--- src/rtl/uart_pkg.sv ---
// Shared types and constants for the UART subsystem.
package uart_pkg;

  localparam int UART_DATA_W = 8;

  typedef enum logic [1:0] {
    IDLE      = 2'd0,
    LAUNCH    = 2'd1,
    WAIT_BUSY = 2'd2,
    WAIT_DONE = 2'd3
  } uart_arb_state_t;

endpackage

--- src/rtl/uart_tx_arbiter_rr_pick.sv ---
// Combinational round-robin picker: rotate the request vector so the slot after
// last_grant sits at bit 0, priority-encode, then un-rotate the winning offset.
module rr_pick #(
  parameter int NUM_REQ = 4,
  parameter int IW      = (NUM_REQ > 1) ? $clog2(NUM_REQ) : 1
) (
  input  logic [NUM_REQ-1:0] req,
  input  logic [IW-1:0]      last_grant,
  output logic [IW-1:0]      winner,
  output logic               any_req
);

  logic [IW-1:0]        first_s;
  logic [2*NUM_REQ-1:0] dbl_s;
  logic [NUM_REQ-1:0]   rot_s;
  logic [IW-1:0]        off_s;
  logic                 found_s;
  logic [IW:0]          sum_s;

  // Rotate, priority-encode and un-rotate with wrap
  always_comb begin
    if (last_grant == IW'(NUM_REQ - 1)) begin
      first_s = '0;
    end else begin
      first_s = last_grant + IW'(1);
    end
    dbl_s   = {req, req} >> first_s;
    rot_s   = dbl_s[NUM_REQ-1:0];
    off_s   = '0;
    found_s = 1'b0;
    for (int i = 0; i < NUM_REQ; i++) begin
      if (!found_s && rot_s[i]) begin
        off_s   = IW'(i);
        found_s = 1'b1;
      end else begin
        found_s = found_s;
      end
    end
    sum_s = {1'b0, first_s} + {1'b0, off_s};
    if (sum_s >= (IW+1)'(NUM_REQ)) begin
      sum_s = sum_s - (IW+1)'(NUM_REQ);
    end else begin
      sum_s = sum_s;
    end
    winner  = sum_s[IW-1:0];
    any_req = |req;
  end

endmodule

--- src/rtl/uart_tx_arbiter.sv ---
// Round-robin arbiter sharing one uart_tx between NUM_REQ byte producers;
// launches each granted byte with a start pulse and tracks the busy flag.
module uart_tx_arbiter
  import uart_pkg::*;
#(
  parameter int NUM_REQ      = 4,
  parameter int BUSY_TIMEOUT = 4,
  parameter int IW           = (NUM_REQ > 1) ? $clog2(NUM_REQ) : 1
) (
  input  logic                           i_clk,
  input  logic                           i_rst_n,
  input  logic [NUM_REQ-1:0]             i_req_valid,
  input  logic [NUM_REQ*UART_DATA_W-1:0] i_req_data,
  output logic [NUM_REQ-1:0]             o_req_ready,
  output logic                           o_tx_start,
  output logic [UART_DATA_W-1:0]         o_tx_data,
  input  logic                           i_tx_busy,
  output logic [IW-1:0]                  o_grant_id,
  output logic                           o_active,
  output logic                           o_err_timeout
);

  localparam int CW = (BUSY_TIMEOUT > 2) ? $clog2(BUSY_TIMEOUT) : 1;

  uart_arb_state_t        state_r, state_s;
  logic [IW-1:0]          last_grant_r, last_grant_s;
  logic [CW-1:0]          cnt_r, cnt_s;
  logic [NUM_REQ-1:0]     ready_r, ready_s;
  logic                   start_r, start_s;
  logic [UART_DATA_W-1:0] data_r, data_s;
  logic [IW-1:0]          grant_r, grant_s;
  logic                   active_r, active_s;
  logic                   err_r, err_s;
  logic [IW-1:0]          winner_s;
  logic                   any_req_s;

  rr_pick #(.NUM_REQ(NUM_REQ), .IW(IW)) u_pick (
    .req        (i_req_valid),
    .last_grant (last_grant_r),
    .winner     (winner_s),
    .any_req    (any_req_s)
  );

  // Next-state and next-output logic; start and ready default low so they pulse
  always_comb begin
    state_s      = state_r;
    last_grant_s = last_grant_r;
    cnt_s        = cnt_r;
    ready_s      = '0;
    start_s      = 1'b0;
    data_s       = data_r;
    grant_s      = grant_r;
    active_s     = active_r;
    err_s        = err_r;
    case (state_r)
      IDLE: begin
        if (any_req_s && !i_tx_busy) begin
          start_s      = 1'b1;
          ready_s      = NUM_REQ'(1) << winner_s;
          data_s       = i_req_data[winner_s*UART_DATA_W +: UART_DATA_W];
          grant_s      = winner_s;
          last_grant_s = winner_s;
          active_s     = 1'b1;
          state_s      = LAUNCH;
        end else begin
          state_s = IDLE;
        end
      end
      LAUNCH: begin
        cnt_s   = '0;
        state_s = WAIT_BUSY;
      end
      WAIT_BUSY: begin
        if (i_tx_busy) begin
          state_s = WAIT_DONE;
        end else if (cnt_r == CW'(BUSY_TIMEOUT - 1)) begin
          // Transmitter never acknowledged: drop the byte, no retry
          err_s    = 1'b1;
          active_s = 1'b0;
          state_s  = IDLE;
        end else begin
          cnt_s = cnt_r + CW'(1);
        end
      end
      WAIT_DONE: begin
        if (i_tx_busy) begin
          state_s = WAIT_DONE;
        end else begin
          active_s = 1'b0;
          state_s  = IDLE;
        end
      end
      default: begin
        state_s = IDLE;
      end
    endcase
  end

  // State and output registers
  always_ff @(posedge i_clk or negedge i_rst_n) begin
    if (!i_rst_n) begin
      state_r      <= IDLE;
      last_grant_r <= IW'(NUM_REQ - 1);
      cnt_r        <= '0;
      ready_r      <= '0;
      start_r      <= 1'b0;
      data_r       <= '0;
      grant_r      <= '0;
      active_r     <= 1'b0;
      err_r        <= 1'b0;
    end else begin
      state_r      <= state_s;
      last_grant_r <= last_grant_s;
      cnt_r        <= cnt_s;
      ready_r      <= ready_s;
      start_r      <= start_s;
      data_r       <= data_s;
      grant_r      <= grant_s;
      active_r     <= active_s;
      err_r        <= err_s;
    end
  end

  assign o_req_ready   = ready_r;
  assign o_tx_start    = start_r;
  assign o_tx_data     = data_r;
  assign o_grant_id    = grant_r;
  assign o_active      = active_r;
  assign o_err_timeout = err_r;

endmodule

--- config.mk ---
export PLATFORM = sky130hd
export DESIGN_NAME = uart_tx_arbiter
export DESIGN_NICKNAME = d
export VERILOG_FILES = /design/src/rtl/uart_pkg.sv /design/src/rtl/uart_tx_arbiter_rr_pick.sv /design/src/rtl/uart_tx_arbiter.sv
export SDC_FILE = /design/constraint.sdc
export NUM_CORES = 1
export LEC_CHECK = 0
export BUFFER_PORTS_ARGS = -buffer_cell sky130_fd_sc_hd__buf_2
export CORE_AREA = 2 2 57 59
export CTS_CLUSTER_SIZE = 20
export DETAILED_ROUTE_END_ITERATION = 10
export DIE_AREA = 0 0 59 61
export GPL_ROUTABILITY_DRIVEN = 0
export PLACE_DENSITY = 0.83
export SLEW_MARGIN = 20
export SYNTH_ARGS = -nofsm -noshare
export SYNTH_HDL_FRONTEND = slang
export SYNTH_SLANG_ARGS = --single-unit
--- constraint.sdc ---
create_clock -name i_clk -period 4 [get_ports i_clk]
set_input_delay 0.2 -clock i_clk [delete_from_list [all_inputs] [get_ports i_clk]]
set_output_delay 0.2 -clock i_clk [all_outputs]
set_load 0.005 [all_outputs]
[Word level (Yosys, flattened, before mapping)]
Cells that the tools add are included.
W data, S select, Z words.
Cells by class
  add/sub/neg operators: 4
  reductions and logical operators: 16
  muxes and demuxes: 25
  bitwise logic cells: 1
  equal/unequal tests: 11
  magnitude comparators: 1
  shift-type cells: 3
Operators with widths (number)
  $shiftx A32 B6 Y8: 1
  $mux W2: 9
  $mux W1: 11
  $ne A2 B2 Y1 const B: 5
  $eq A2 B2 Y1 const B: 4
  $mux W4: 2
  $pmux W2 S4: 1
  $shr A8 B2 Y4: 1
  $reduce_and A3 Y1: 2
  $reduce_and A5 Y1: 1
  $add A2 B1 Y2 const B: 2
  $logic_and A1 B1 Y1: 4
  $logic_not A1 Y1: 4
  $pmux W2 S2: 1
  $reduce_or A4 Y1: 1
  $shl A1 B2 Y4 const A: 1
  $add A2 B2 Y3: 1
  $ge A3 B3 Y1 const B: 1
  $ne A3 B3 Y1 const B: 1
  $pmux W1 S3: 1
  $reduce_bool A3 Y1: 1
  $eq A2 B1 Y1 const B: 1
  $logic_not A2 Y1: 1
  $reduce_and A2 Y1: 1
  3 further kinds: 3
Word-level totals
  input port bits: 39
  word-level logic and storage cells: 70
  output and inout port bits: 17
  register bits after elaboration: 23

[Longest topological paths before layout]
Gate-level depths: netlist of run 1.
  depth in word-level cells: 19
  mapped depth: 12
  mapped depth without buffers: 10

[Cells and area by module]
Synthesis of run 1 repeated with hierarchy kept, for this count alone.
Second synthesis, totals
  cell total of the unflattened synthesis: 125
  area total of the unflattened synthesis: 1325.0 um^2
By module, submodules not included
  uart_tx_arbiter: seq. area each 578.1 um^2, instances 1, cells an instance 108, area each 1211.2 um^2
  rr_pick: seq. area each 0.0 um^2, instances 1, cells an instance 17, area each 113.9 um^2

[Worst setup path after synthesis of run 1]
Ideal clock, no wire load.
  path kind: register to register
  from: register last_grant_r[0]
  to: register data_r[0] (netlist: o_tx_data[0])
  setup time: 0.136 ns
  clock period less this slack: 2.754 ns
  buffers on the path: 2
  data arrival time: 2.618 ns
  cell stages (with the launch flop): 11
  slack: 1.246 ns
  required time: 3.864 ns
  cell sequence: dfstp_2 ha_1 a2bb2oi_1 o22ai_1 nand2_1 o21ai_0 ha_1 clkbuf_1 buf_1 mux2i_1 o311ai_4
Between the ends
  longest elaborated chain between the ends: 17
  elaborated cells between the ends (all ways): 21
  those cells by class: add/sub (3); order compare (1); eq/ne (1); shift (2); mux (8); reduce/logical (6)
RTL lines
  start, declared: RTL line uart_tx_arbiter.sv:26  | logic [IW-1:0] last_grant_r, last_grant_s;
  start signal, assigned: RTL line uart_tx_arbiter.sv:103  | last_grant_r <= IW'(NUM_REQ - 1);
  start signal, assigned: RTL line uart_tx_arbiter.sv:113  | last_grant_r <= last_grant_s;
  $add A2 B1 Y2 or $eq A2 B2 Y1 (tied branches): RTL line uart_tx_arbiter_rr_pick.sv:25, uart_tx_arbiter_rr_pick.sv:22
  $mux W2 *: RTL line uart_tx_arbiter_rr_pick.sv:22  | if (last_grant == IW'(NUM_REQ - 1)) begin
  $shr A8 B2 Y4: RTL line uart_tx_arbiter_rr_pick.sv:27  | dbl_s = {req, req} >> first_s;
  $mux W1: RTL line uart_tx_arbiter_rr_pick.sv:32  | if (!found_s && rot_s[i]) begin
  $logic_not A1 Y1: RTL line uart_tx_arbiter_rr_pick.sv:32
  $logic_and A1 B1 Y1: RTL line uart_tx_arbiter_rr_pick.sv:32
  $mux W1: RTL line uart_tx_arbiter_rr_pick.sv:32
  $logic_not A1 Y1: RTL line uart_tx_arbiter_rr_pick.sv:32
  [... 2 more ...]
  $logic_not A1 Y1: RTL line uart_tx_arbiter_rr_pick.sv:32
  $logic_and A1 B1 Y1: RTL line uart_tx_arbiter_rr_pick.sv:32
  $mux W2: RTL line uart_tx_arbiter_rr_pick.sv:32
  $add A2 B2 Y3 *: RTL line uart_tx_arbiter_rr_pick.sv:39  | sum_s = {1'b0, first_s} + {1'b0, off_s};
  $ge A3 B3 Y1 or $sub A2 B1 Y2 (tied branches): RTL line uart_tx_arbiter_rr_pick.sv:40, uart_tx_arbiter_rr_pick.sv:41
  $mux W2 *: RTL line uart_tx_arbiter_rr_pick.sv:40  | if (sum_s >= (IW+1)'(NUM_REQ)) begin
  net u_pick.sum_s[0]: RTL line uart_tx_arbiter_rr_pick.sv:18  | logic [IW:0] sum_s;
  $shiftx A32 B6 Y8 *: RTL line uart_tx_arbiter.sv:60  | data_s = i_req_data[winner_s*UART_DATA_W +: UART_DATA_W];
  end signal, assigned: RTL line uart_tx_arbiter.sv:117  | data_r <= data_s;
  end, declared: RTL line uart_tx_arbiter.sv:30  | logic [UART_DATA_W-1:0] data_r, data_s;
Mark *: on every way through the listed nets, which the timed path passes. The rest lies on a longest branch.
A chain may end at the register's enable or synchronous reset.

[Worst setup path in the final report of run 1]
  from: register last_grant_r[0]
  to: register data_r[5] (netlist: o_tx_data[5])
Between the ends
  longest elaborated chain between the ends: 17
  elaborated cells between the ends (all ways): 21
  those cells by class: add/sub (3); order compare (1); eq/ne (1); shift (2); mux (8); reduce/logical (6)
RTL lines (RTL line)
  $add A2 B1 Y2 or $eq A2 B2 Y1 (tied branches): uart_tx_arbiter_rr_pick.sv:25, uart_tx_arbiter_rr_pick.sv:22
  $mux W2 *: uart_tx_arbiter_rr_pick.sv:22
  $shr A8 B2 Y4: uart_tx_arbiter_rr_pick.sv:27
  $mux W1: uart_tx_arbiter_rr_pick.sv:32
  $logic_not A1 Y1: uart_tx_arbiter_rr_pick.sv:32
  $logic_and A1 B1 Y1: uart_tx_arbiter_rr_pick.sv:32
  $mux W1: uart_tx_arbiter_rr_pick.sv:32
  $logic_not A1 Y1: uart_tx_arbiter_rr_pick.sv:32
  $logic_and A1 B1 Y1: uart_tx_arbiter_rr_pick.sv:32
  $mux W1: uart_tx_arbiter_rr_pick.sv:32
  $logic_not A1 Y1: uart_tx_arbiter_rr_pick.sv:32
  $logic_and A1 B1 Y1: uart_tx_arbiter_rr_pick.sv:32
  $mux W2: uart_tx_arbiter_rr_pick.sv:32
  $add A2 B2 Y3 *: uart_tx_arbiter_rr_pick.sv:39
  $ge A3 B3 Y1 or $sub A2 B1 Y2 (tied branches): uart_tx_arbiter_rr_pick.sv:40, uart_tx_arbiter_rr_pick.sv:41
  $mux W2 *: uart_tx_arbiter_rr_pick.sv:40
  $shiftx A32 B6 Y8 *: uart_tx_arbiter.sv:60
Every way passes the cells marked *; elsewhere a longest branch is shown, timed or not.

==> results of run 1 <==
==> logic make-up after synthesis <==
family,share of synthesized area [%]
and+or+nand+nor,17.5
AOI/OAI and AO/OA,22.1
DFF,37.4
muxes,11.7
buffers and inverters,5.02
adders and majority gates,5.67
xor gates and xnor gates,0.567
==> power groups by stage <==
stage / logic, mW / registers (mW) / clock network, mW
after CTS: 1.05 / 0.401 / 0.111
after detailed placement: 1.05 / 0.405 / 0
after global routing: 1.15 / 0.414 / 0.122
after global placement: 1.02 / 0.404 / 0
after floorplan: 0.868 / 0.404 / 0
final: 1.04 / 0.400 / 0.111
==> metal layers <==
| metal | vias to the layer above | wire length (microns) |
|---|---|---|
| met3 | 5 | 205 |
| met5 | - | 0 |
| met1 | 597 | 1420 |
| met2 | 52 | 1560 |
| met4 | 0 | 37 |
| li1 | 648 | - |
==> synth_stat cells, drive strengths merged <==
| library cell | count | share of area [%] |
|---|---|---|
| mux2i | 8 | 5.2 |
| ha | 7 | 5.7 |
| o311ai | 8 | 11 |
| o32ai | 1 | 0.57 |
| mux2 | 9 | 6.6 |
| clkbuf | 3 | 0.73 |
| a32oi | 1 | 0.57 |
| o31ai | 2 | 1.3 |
| nand2b | 4 | 1.6 |
| a2111oi | 1 | 0.97 |
| inv | 6 | 1.5 |
| o21a | 1 | 0.49 |
| nor2b | 2 | 0.81 |
| a21oi | 7 | 2.3 |
| a31oi | 1 | 0.41 |
| or2 | 1 | 0.41 |
| o21bai | 1 | 0.49 |
| a211oi | 1 | 0.49 |
| dfstp | 2 | 3.4 |
| nand4 | 8 | 3.2 |
| or4 | 1 | 0.49 |
| nor2 | 8 | 1.9 |
| or3b | 1 | 0.57 |
| nand2 | 20 | 4.9 |
| a2bb2oi | 1 | 0.57 |
| a31o | 1 | 0.57 |
| xor2 | 1 | 0.57 |
| o21ai | 4 | 1.3 |
| nand3b | 1 | 0.49 |
| dfrtp | 21 | 34 |
| o22ai | 2 | 0.81 |
| nor3 | 4 | 1.3 |
| and2 | 2 | 0.97 |
| nor4 | 2 | 0.81 |
| buf | 6 | 2.8 |
==> critical path, stage by stage, from the launching register on <==
cell      delay [ns]
dfstp_2         0.57
ha_1            0.23
nand2_1         0.07
a21oi_1         0.14
nor2_1          0.05
a21oi_1         0.12
o21ai_0         0.09
ha_1            0.21
or4_1           0.72
and2_4          0.33
o311ai_1        0.29
==> path summary, 6_finish.rpt <==
kind                                 start              end  slack (ns)  cells past startpoint
max in group asynchronous          i_rst_n  last_grant_r[0]        3.25                      2
min reg2reg                  o_grant_id[0]    o_grant_id[0]        0.49                      2
max                        last_grant_r[0]     o_tx_data[5]        1.07                     10
max reg2reg                last_grant_r[0]     o_tx_data[5]        1.07                     10
min in group asynchronous          i_rst_n         o_active        0.39                      2
min                         i_req_data[21]     o_tx_data[5]        0.23                      3
==> flip-flops by register name, summed over array words and instances, names as in the netlist <==
name	count
o_err_timeout	1
o_active	1
o_req_ready	4
o_tx_data	8
state_r	2
o_grant_id	2
last_grant_r	2
cnt_r	2
o_tx_start	1
==> area by class of cell <==
type | instances | share of cell area [%]
multi-input cells | 111 | 48.2
flip-flops and latches | 23 | 31.3
repair buffers | 56 | 15.5
well taps | 33 | 2.24
clock buffers | 3 | 1.22
inverters | 6 | 1.22
clock inverters | 1 | 0.271
==> what timing repair did <==
item | CTS | global route
gates resized for setup | 0 | 0
setup endpoints to repair | 0 | 0
hold buffers | 1 | 0
hold endpoints to repair | 21 | 0
==> out/summary.txt, run 1 <==
Post-CTS Setup Inserts -> 0
Min-Delay Path Class -> in2reg
Register Area -> 578 sq um
grt peak-use layer -> met2
Tmin final -> 2.93 ns
Worst-path clk slew -> 0.13 ns
crit path DAT -> 3.16 ns
CTS max path bufs -> 2
die area -> 3600 sq um
Fin Setup TNS -> 0 ns
fin nets -> 247
status -> complete, no violations
Pins Over Slew Limit -> 0
fill cell count -> 276
Final Util -> 62.5%
largest net degree at the start of global routing -> 24
Worst setup EP type -> flip-flop
switching share of total power -> 45.6%
# H-tree levels -> 1
chip height -> 61 microns
Synth cell types -> 41
Cell Rows -> 20
total grt overflow -> 0
M3 GR Usage -> 4.26%
most frequent cells in the layout -> buf_2 (55), dfrtp_1 (21), nand2_1 (20)
hold_ws -> 0.225 ns
Diodes inserted -> 0
syn_nets -> 195
Final ANT Viol Nets -> 0
die width -> 59 microns
total CTS buffers -> 3
# setup viols final -> 0
final worst-path cycle share -> 73.3%
Hold Violations, Final -> 0
Detailed Route Iter0 Violations -> 35
clock sink total -> 23
vias per inst -> 5.59
Post-Syn Instances -> 149
vias in the first global route -> 1228
PD cells -> 841 nW/um^2
skew final -> 0.00190 ns
first-pass GRT wire length -> 5380 microns
Area growth, synth to finish -> 19.4%
Setup CP Type -> reg2reg
crit-path max FO -> 12
clock power share -> 7.1%
fin area -> 1840 sq um
Slew headroom -> 47.0%
Cells after DPL -> 228
VDD IR max -> 603 uV
met2 global-route usage -> 34.3%
synth warn -> 0
initial antenna violation count -> 0
internal power -> 0.843 mW
final worst setup slack -> 1.07 ns
Avg WL per Cell -> 13.8 microns
fmax -> 0.341 GHz
IO Pins -> 56
Synth Area per Inst -> 10.4 sq um
Final HPWL DP -> 2400 microns
TritonCTS clock tree -> yes
Seq pwr share -> 25.8%
DR vias -> 1302
sequential area share after synthesis -> 37.4%
final WL -> 3220 microns
met1 Usage GRT -> 25.3%
worst path required time -> 4.22 ns
RSZ-0062 raised after global routing -> false
Setup WS pre-CTS -> 1.10 ns
Worst-Margin Slew -> 0.796 ns
initial core utilization -> 52.3%
Final Power -> 1.55 mW
FF+latch count, synth -> 23
area of the multi-input gates -> 890 sq um
Clock Latency Late Sink -> 0.31 ns
combinational power share -> 67.1%
CORE AREA -> 2950 sq um
mapped cell area -> 1550 sq um
most common cell after layout, fill and taps aside -> buf_2
Pleak -> 0.938 nW
aggregate global-route resource usage -> 19.9%
layout cells sized above 1 -> 41.0%
Post-Layout Cell Count -> 233
dpl cell area -> 1810 sq um
Residual DRC -> 0
Maximum Capacitance Violations -> 0
Setup crit start kind -> flip-flop
Root Buffer -> clkbuf_4
First-pass DRT Iterations -> 4
net switching power -> 0.707 mW
port bufs -> 55
Note: power is estimated with default switching activity, not from simulation.
==> run 2, diff against run 1 <==
- CORE_AREA: 2 2 57 59 -> 2 2 63 65
- DIE_AREA: 0 0 59 61 -> 0 0 65 67
- PLACE_DENSITY: 0.83 -> 0.72
- clock period: 4 -> 2.56 ns (I/O delays scaled with it)
==> out/summary.txt, run 2 (synthesis gave the netlist of run 1 again) <==
Final ANT Viol Nets -> 0 (unchanged)
layout cells sized above 1 -> 45.7% (was 41.0%)
Pins Over Slew Limit -> 0 (unchanged)
initial antenna violation count -> 0 (unchanged)
# setup viols final -> 0 (unchanged)
net switching power -> 1.20 mW (was 0.707 mW)
Clock Latency Late Sink -> 0.26 ns (was 0.31 ns)
VDD IR max -> 773 uV (was 603 uV)
final WL -> 3440 microns (was 3220 microns)
Area growth, synth to finish -> 28.5% (was 19.4%)
Final Util -> 55.1% (was 62.5%)
Root Buffer -> clkbuf_8 (was clkbuf_4)
aggregate global-route resource usage -> 17.1% (was 19.9%)
PD cells -> 1420 nW/um^2 (was 841 nW/um^2)
Maximum Capacitance Violations -> 0 (unchanged)
Setup crit start kind -> flip-flop (unchanged)
final worst-path cycle share -> 94.8% (was 73.3%)
fmax -> 0.412 GHz (was 0.341 GHz)
clock power share -> 7.8% (was 7.1%)
First-pass DRT Iterations -> 4 (unchanged)
crit-path max FO -> 11 (was 12)
hold_ws -> 0.218 ns (was 0.225 ns)
vias per inst -> 5.26 (was 5.59)
# H-tree levels -> 1 (unchanged)
clock sink total -> 23 (unchanged)
CTS max path bufs -> 2 (unchanged)
total CTS buffers -> 3 (unchanged)
top layer in use -> met3 (was met4)
Worst setup EP type -> flip-flop (unchanged)
largest net degree at the start of global routing -> 24 (unchanged)
fin nets -> 255 (was 247)
worst path required time -> 2.70 ns (was 4.22 ns)
skew final -> 0.00132 ns (was 0.00190 ns)
TritonCTS clock tree -> yes (unchanged)
Avg WL per Cell -> 13.4 microns (was 13.8 microns)
RSZ-0062 raised after global routing -> false (unchanged)
routed wl met2 -> 1640 microns (was 1560 microns)
Metal-1 WL -> 1550 microns (was 1420 microns)
Slew headroom -> 46.4% (was 47.0%)
Hold Violations, Final -> 0 (unchanged)
most common cell after layout, fill and taps aside -> buf_2 (unchanged)
register-to-register setup slack -> 0.13 ns (was 1.07 ns)
switching share of total power -> 42.7% (was 45.6%)
Worst-path clk slew -> 0.08 ns (was 0.13 ns)
port bufs -> 55 (unchanged)
fill cell count -> 349 (was 276)
Tmin final -> 2.43 ns (was 2.93 ns)
most frequent cells in the layout -> buf_2 (55), dfrtp_1 (21), nand2_1 (20) (unchanged)
Residual DRC -> 0 (unchanged)
Final HPWL DP -> 2560 microns (was 2400 microns)
Seq pwr share -> 22.6% (was 25.8%)
status -> complete, no violations (unchanged)
Worst-Margin Slew -> 0.799 ns (was 0.796 ns)
die width -> 65 microns (was 59 microns)
Fin Setup TNS -> 0 ns (unchanged)
first-pass GRT wire length -> 5950 microns (was 5380 microns)
Min-Delay Path Class -> in2reg (unchanged)
Setup CP Type -> reg2reg (unchanged)
internal power -> 1.61 mW (was 0.843 mW)
crit path DAT -> 2.56 ns (was 3.16 ns)
DR WL met3 -> 244 microns (was 205 microns)
combinational power share -> 69.5% (was 67.1%)
Pleak -> 0.989 nW (was 0.938 nW)
die area -> 4360 sq um (was 3600 sq um)
Diodes inserted -> 0 (unchanged)
IO Pins -> 56 (unchanged)
Cell Rows -> 22 (was 20)
Largest register FFs -> 8 (unchanged)
initial core utilization -> 42.9% (was 52.3%)
vias in the first global route -> 1336 (was 1228)
DR vias -> 1347 (was 1302)
Detailed Route Iter0 Violations -> 77 (was 35)
chip height -> 67 microns (was 61 microns)
CORE AREA -> 3610 sq um (was 2950 sq um)
total grt overflow -> 0 (unchanged)
## run 2: power by group through the flow
stage / combinational (mW) / sequential (mW) / clock, mW
floorplan: 1.39 / 0.640 / 0
global placement: 1.82 / 0.638 / 0
detailed placement: 1.85 / 0.642 / 0
CTS: 1.86 / 0.638 / 0.228
global route: 2.16 / 0.657 / 0.247
finish: 1.96 / 0.636 / 0.221
## run 2: critical path, stage by stage (launching register included)
cell       delay [ns]
dfstp_2          0.57
ha_4             0.22
a2bb2oi_1        0.15
o22ai_1          0.09
nand2_1          0.06
o21ai_0          0.08
ha_2             0.39
buf_12           0.15
mux2_2           0.33
nand4_1          0.13
o311ai_4         0.11
## run 2: timing repair
action                                 CTS  global route
hold buffers                             1             0
setup buffers                            0             2
setup endpoints to repair                0             9
endpoints found under the hold margin   21             0
resized for setup                        0             5
## run 2: area by class of cell
cell class | count | area [sq um] | area share [%]
timing repair buffer | 63 | 350 | 17.6
multi-input combinational | 112 | 928 | 46.8
sequential | 23 | 578 | 29.1
inverter | 6 | 22.5 | 1.13
clock buffer | 3 | 41.3 | 2.08
tap | 48 | 60.1 | 3.02
clock inverter | 1 | 5.00 | 0.252
## run 2: final timing paths
check / end / depth (start not counted) / startpoint
worst max-delay path: o_tx_data[0] / 10 / last_grant_r[0]
worst min-delay path: o_tx_data[5] / 3 / i_req_data[21]
worst max register to register: o_tx_data[0] / 10 / last_grant_r[0]
worst min register to register: o_err_timeout / 1 / o_err_timeout
max in group asynchronous: last_grant_r[0] / 2 / i_rst_n
min in group asynchronous: o_active / 2 / i_rst_n
## run 2: layer usage
metal / vias to the layer above / global-route usage, %
met3: 0 / 3.04
li1: 664 / -
met4: 0 / 2.39
met2: 50 / 29.5
met5: - / 0
met1: 633 / 22.9
## run 2: per-stage QoR
| stage | area (sq um) | instances | power (mW) | setup WS (ns) |
|---|---|---|---|---|
| 4_1_cts | 1940 | 253 | 2.72 | 0.0612 |
| 3_3_place_gp | 1890 | 248 | 2.46 | 0.111 |
| 3_5_place_dp | 1890 | 248 | 2.49 | 0.0881 |
| 6_report | 1990 | 256 | 2.81 | 0.134 |
| 5_1_grt | 1990 | 256 | 3.07 | 0.00520 |
| 2_1_floorplan | 1560 | 149 | 2.03 | 0.0173 |
==> run 3, diff against run 2 <==
- CORE_AREA: 2 2 63 65 -> 2 2 82 84
- DIE_AREA: 0 0 65 67 -> 0 0 84 86
- PLACE_DENSITY: 0.72 -> default
==> out/summary.txt, run 3 (synthesis gave the netlist of run 1 again) <==
Root Buffer -> clkbuf_8 (unchanged)
Worst setup EP type -> flip-flop (unchanged)
Residual DRC -> 0 (unchanged)
Fin Setup TNS -> 0 ns (unchanged)
Hold Violations, Final -> 0 (unchanged)
CORE AREA -> 6280 sq um (was 3610 sq um)
PD cells -> 1400 nW/um^2 (was 1420 nW/um^2)
Pins Over Slew Limit -> 0 (unchanged)
clock sink total -> 23 (unchanged)
die width -> 84 microns (was 65 microns)
fin nets -> 254 (was 255)
# setup viols final -> 0 (unchanged)
Setup CP Type -> reg2reg (unchanged)
chip height -> 86 microns (was 67 microns)
skew final -> 0.0123 ns (was 0.00132 ns)
area of the multi-input gates -> 936 sq um (was 928 sq um)
Cells after DPL -> 277 (was 248)
total grt overflow -> 0 (unchanged)
crit path DAT -> 2.65 ns (was 2.56 ns)
# H-tree levels -> 1 (unchanged)
fin area -> 2020 sq um (was 1990 sq um)
Tmin final -> 2.46 ns (was 2.43 ns)
status -> complete, no violations (unchanged)
RSZ-0062 raised after global routing -> false (unchanged)
DR vias -> 1350 (was 1347)
hold_ws -> 0.230 ns (was 0.218 ns)
Final HPWL DP -> 2770 microns (was 2560 microns)
initial core utilization -> 24.6% (was 42.9%)
total CTS buffers -> 3 (unchanged)
Post-Layout Cell Count -> 284 (was 256)
Min-Delay Path Class -> in2reg (unchanged)
initial antenna violation count -> 0 (unchanged)
first-pass GRT wire length -> 6110 microns (was 5950 microns)
Detailed Route Iter0 Violations -> 52 (was 77)
TritonCTS clock tree -> yes (unchanged)
fill cell count -> 672 (was 349)
Avg WL per Cell -> 13.3 microns (was 13.4 microns)
most frequent cells in the layout -> buf_2 (55), dfrtp_1 (21), nand2_1 (20) (unchanged)
CTS max path bufs -> 2 (unchanged)
Cell Rows -> 29 (was 22)
IO Pins -> 56 (unchanged)
largest net degree at the start of global routing -> 24 (unchanged)
vias in the first global route -> 1265 (was 1336)
layout cells sized above 1 -> 45.9% (was 45.7%)
die area -> 7220 sq um (was 4360 sq um)
dpl cell area -> 1920 sq um (was 1890 sq um)
Diodes inserted -> 0 (unchanged)
Clock Latency Late Sink -> 0.27 ns (was 0.26 ns)
final WL -> 3780 microns (was 3440 microns)
most common cell after layout, fill and taps aside -> buf_2 (unchanged)
aggregate global-route resource usage -> 10.4% (was 17.1%)
Register Area -> 578 sq um (unchanged)
Worst-Margin Slew -> 0.534 ns (was 0.799 ns)
Final ANT Viol Nets -> 0 (unchanged)
Final Power -> 2.84 mW (was 2.81 mW)
Worst-path clk slew -> 0.10 ns (was 0.08 ns)
fmax -> 0.407 GHz (was 0.412 GHz)
Area growth, synth to finish -> 31.0% (was 28.5%)
First-pass DRT Iterations -> 4 (unchanged)
Maximum Capacitance Violations -> 0 (unchanged)
Pleak -> 0.981 nW (was 0.989 nW)
port bufs -> 55 (unchanged)
Slew headroom -> 64.1% (was 46.4%)
vias per inst -> 4.75 (was 5.26)
VDD IR max -> 467 uV (was 773 uV)
crit-path max FO -> 7 (was 11)
Setup crit start kind -> flip-flop (unchanged)
worst path required time -> 2.75 ns (was 2.70 ns)
final worst-path cycle share -> 96.1% (was 94.8%)
Largest register FFs -> 8 (unchanged)
==> run 3: routing by layer <==
metal / up-vias / wire, microns / track usage (%) / part of all wire [%]
met3: 4 / 217 / 2.98 / 5.7
li1: 667 / - / - / -
met2: 50 / 1790 / 16.6 / 47
met4: 0 / 32 / 1.76 / 0.85
met1: 629 / 1740 / 14.3 / 46
met5: - / 0 / 0 / 0
==> run 3: per-stage QoR <==
stage	utilization (%)	setup WS (ns)
4_1_cts	31.6	0.0623
2_1_floorplan	-	0.0173
6_report	32.3	0.101
5_1_grt	32.3	0.00993
3_5_place_dp	30.7	0.0915
3_3_place_gp	30.7	0.146
==> run 3: area by class of cell <==
class,instances,share of cell area (%)
clock buffers,3,2.04
repair buffers,62,16.9
clock inverters,1,0.371
multi-input cells,112,46.2
flip-flops and latches,23,28.6
inverters,6,1.11
well taps,77,4.76
==> run 3: what timing repair did <==
action                                 4_1_cts  5_1_grt
hold buffers                                 1        0
setup buffers                                0        1
setup endpoints to repair                    0        8
endpoints found under the hold margin       21        0
resized for setup                            0        7
==> run 3: power breakdown <==
group	switching, mW	total [mW]	leakage, nW	internal [mW]
Clock	0.128	0.238	0.0217	0.110
Sequential	0.106	0.640	0.287	0.534
Combinational	1.01	1.96	0.673	0.949
==> run 3: worst paths after layout <==
path,from,to,slack [ns],depth (start not counted)
min in group asynchronous,i_rst_n,state_r[0],0.36,2
worst min-delay path,i_req_data[21],o_tx_data[5],0.23,3
worst max register to register,last_grant_r[0],o_req_ready[2],0.10,11
max in group asynchronous,i_rst_n,o_grant_id[0],1.84,2
worst min register to register,o_err_timeout,o_err_timeout,0.47,1
worst max-delay path,last_grant_r[0],o_req_ready[2],0.10,11
==> run 3: worst max-delay path, stage by stage (launching register included) <==
cell and delay [ns]:
dfstp_2 0.58, ha_4 0.18, nand2_1 0.06, a21oi_1 0.14, nor2_1 0.06, a21oi_2 0.11
o21ai_1 0.08, ha_2 0.20, or4_4 0.44, and2_4 0.23, buf_4 0.15, nor3_1 0.16
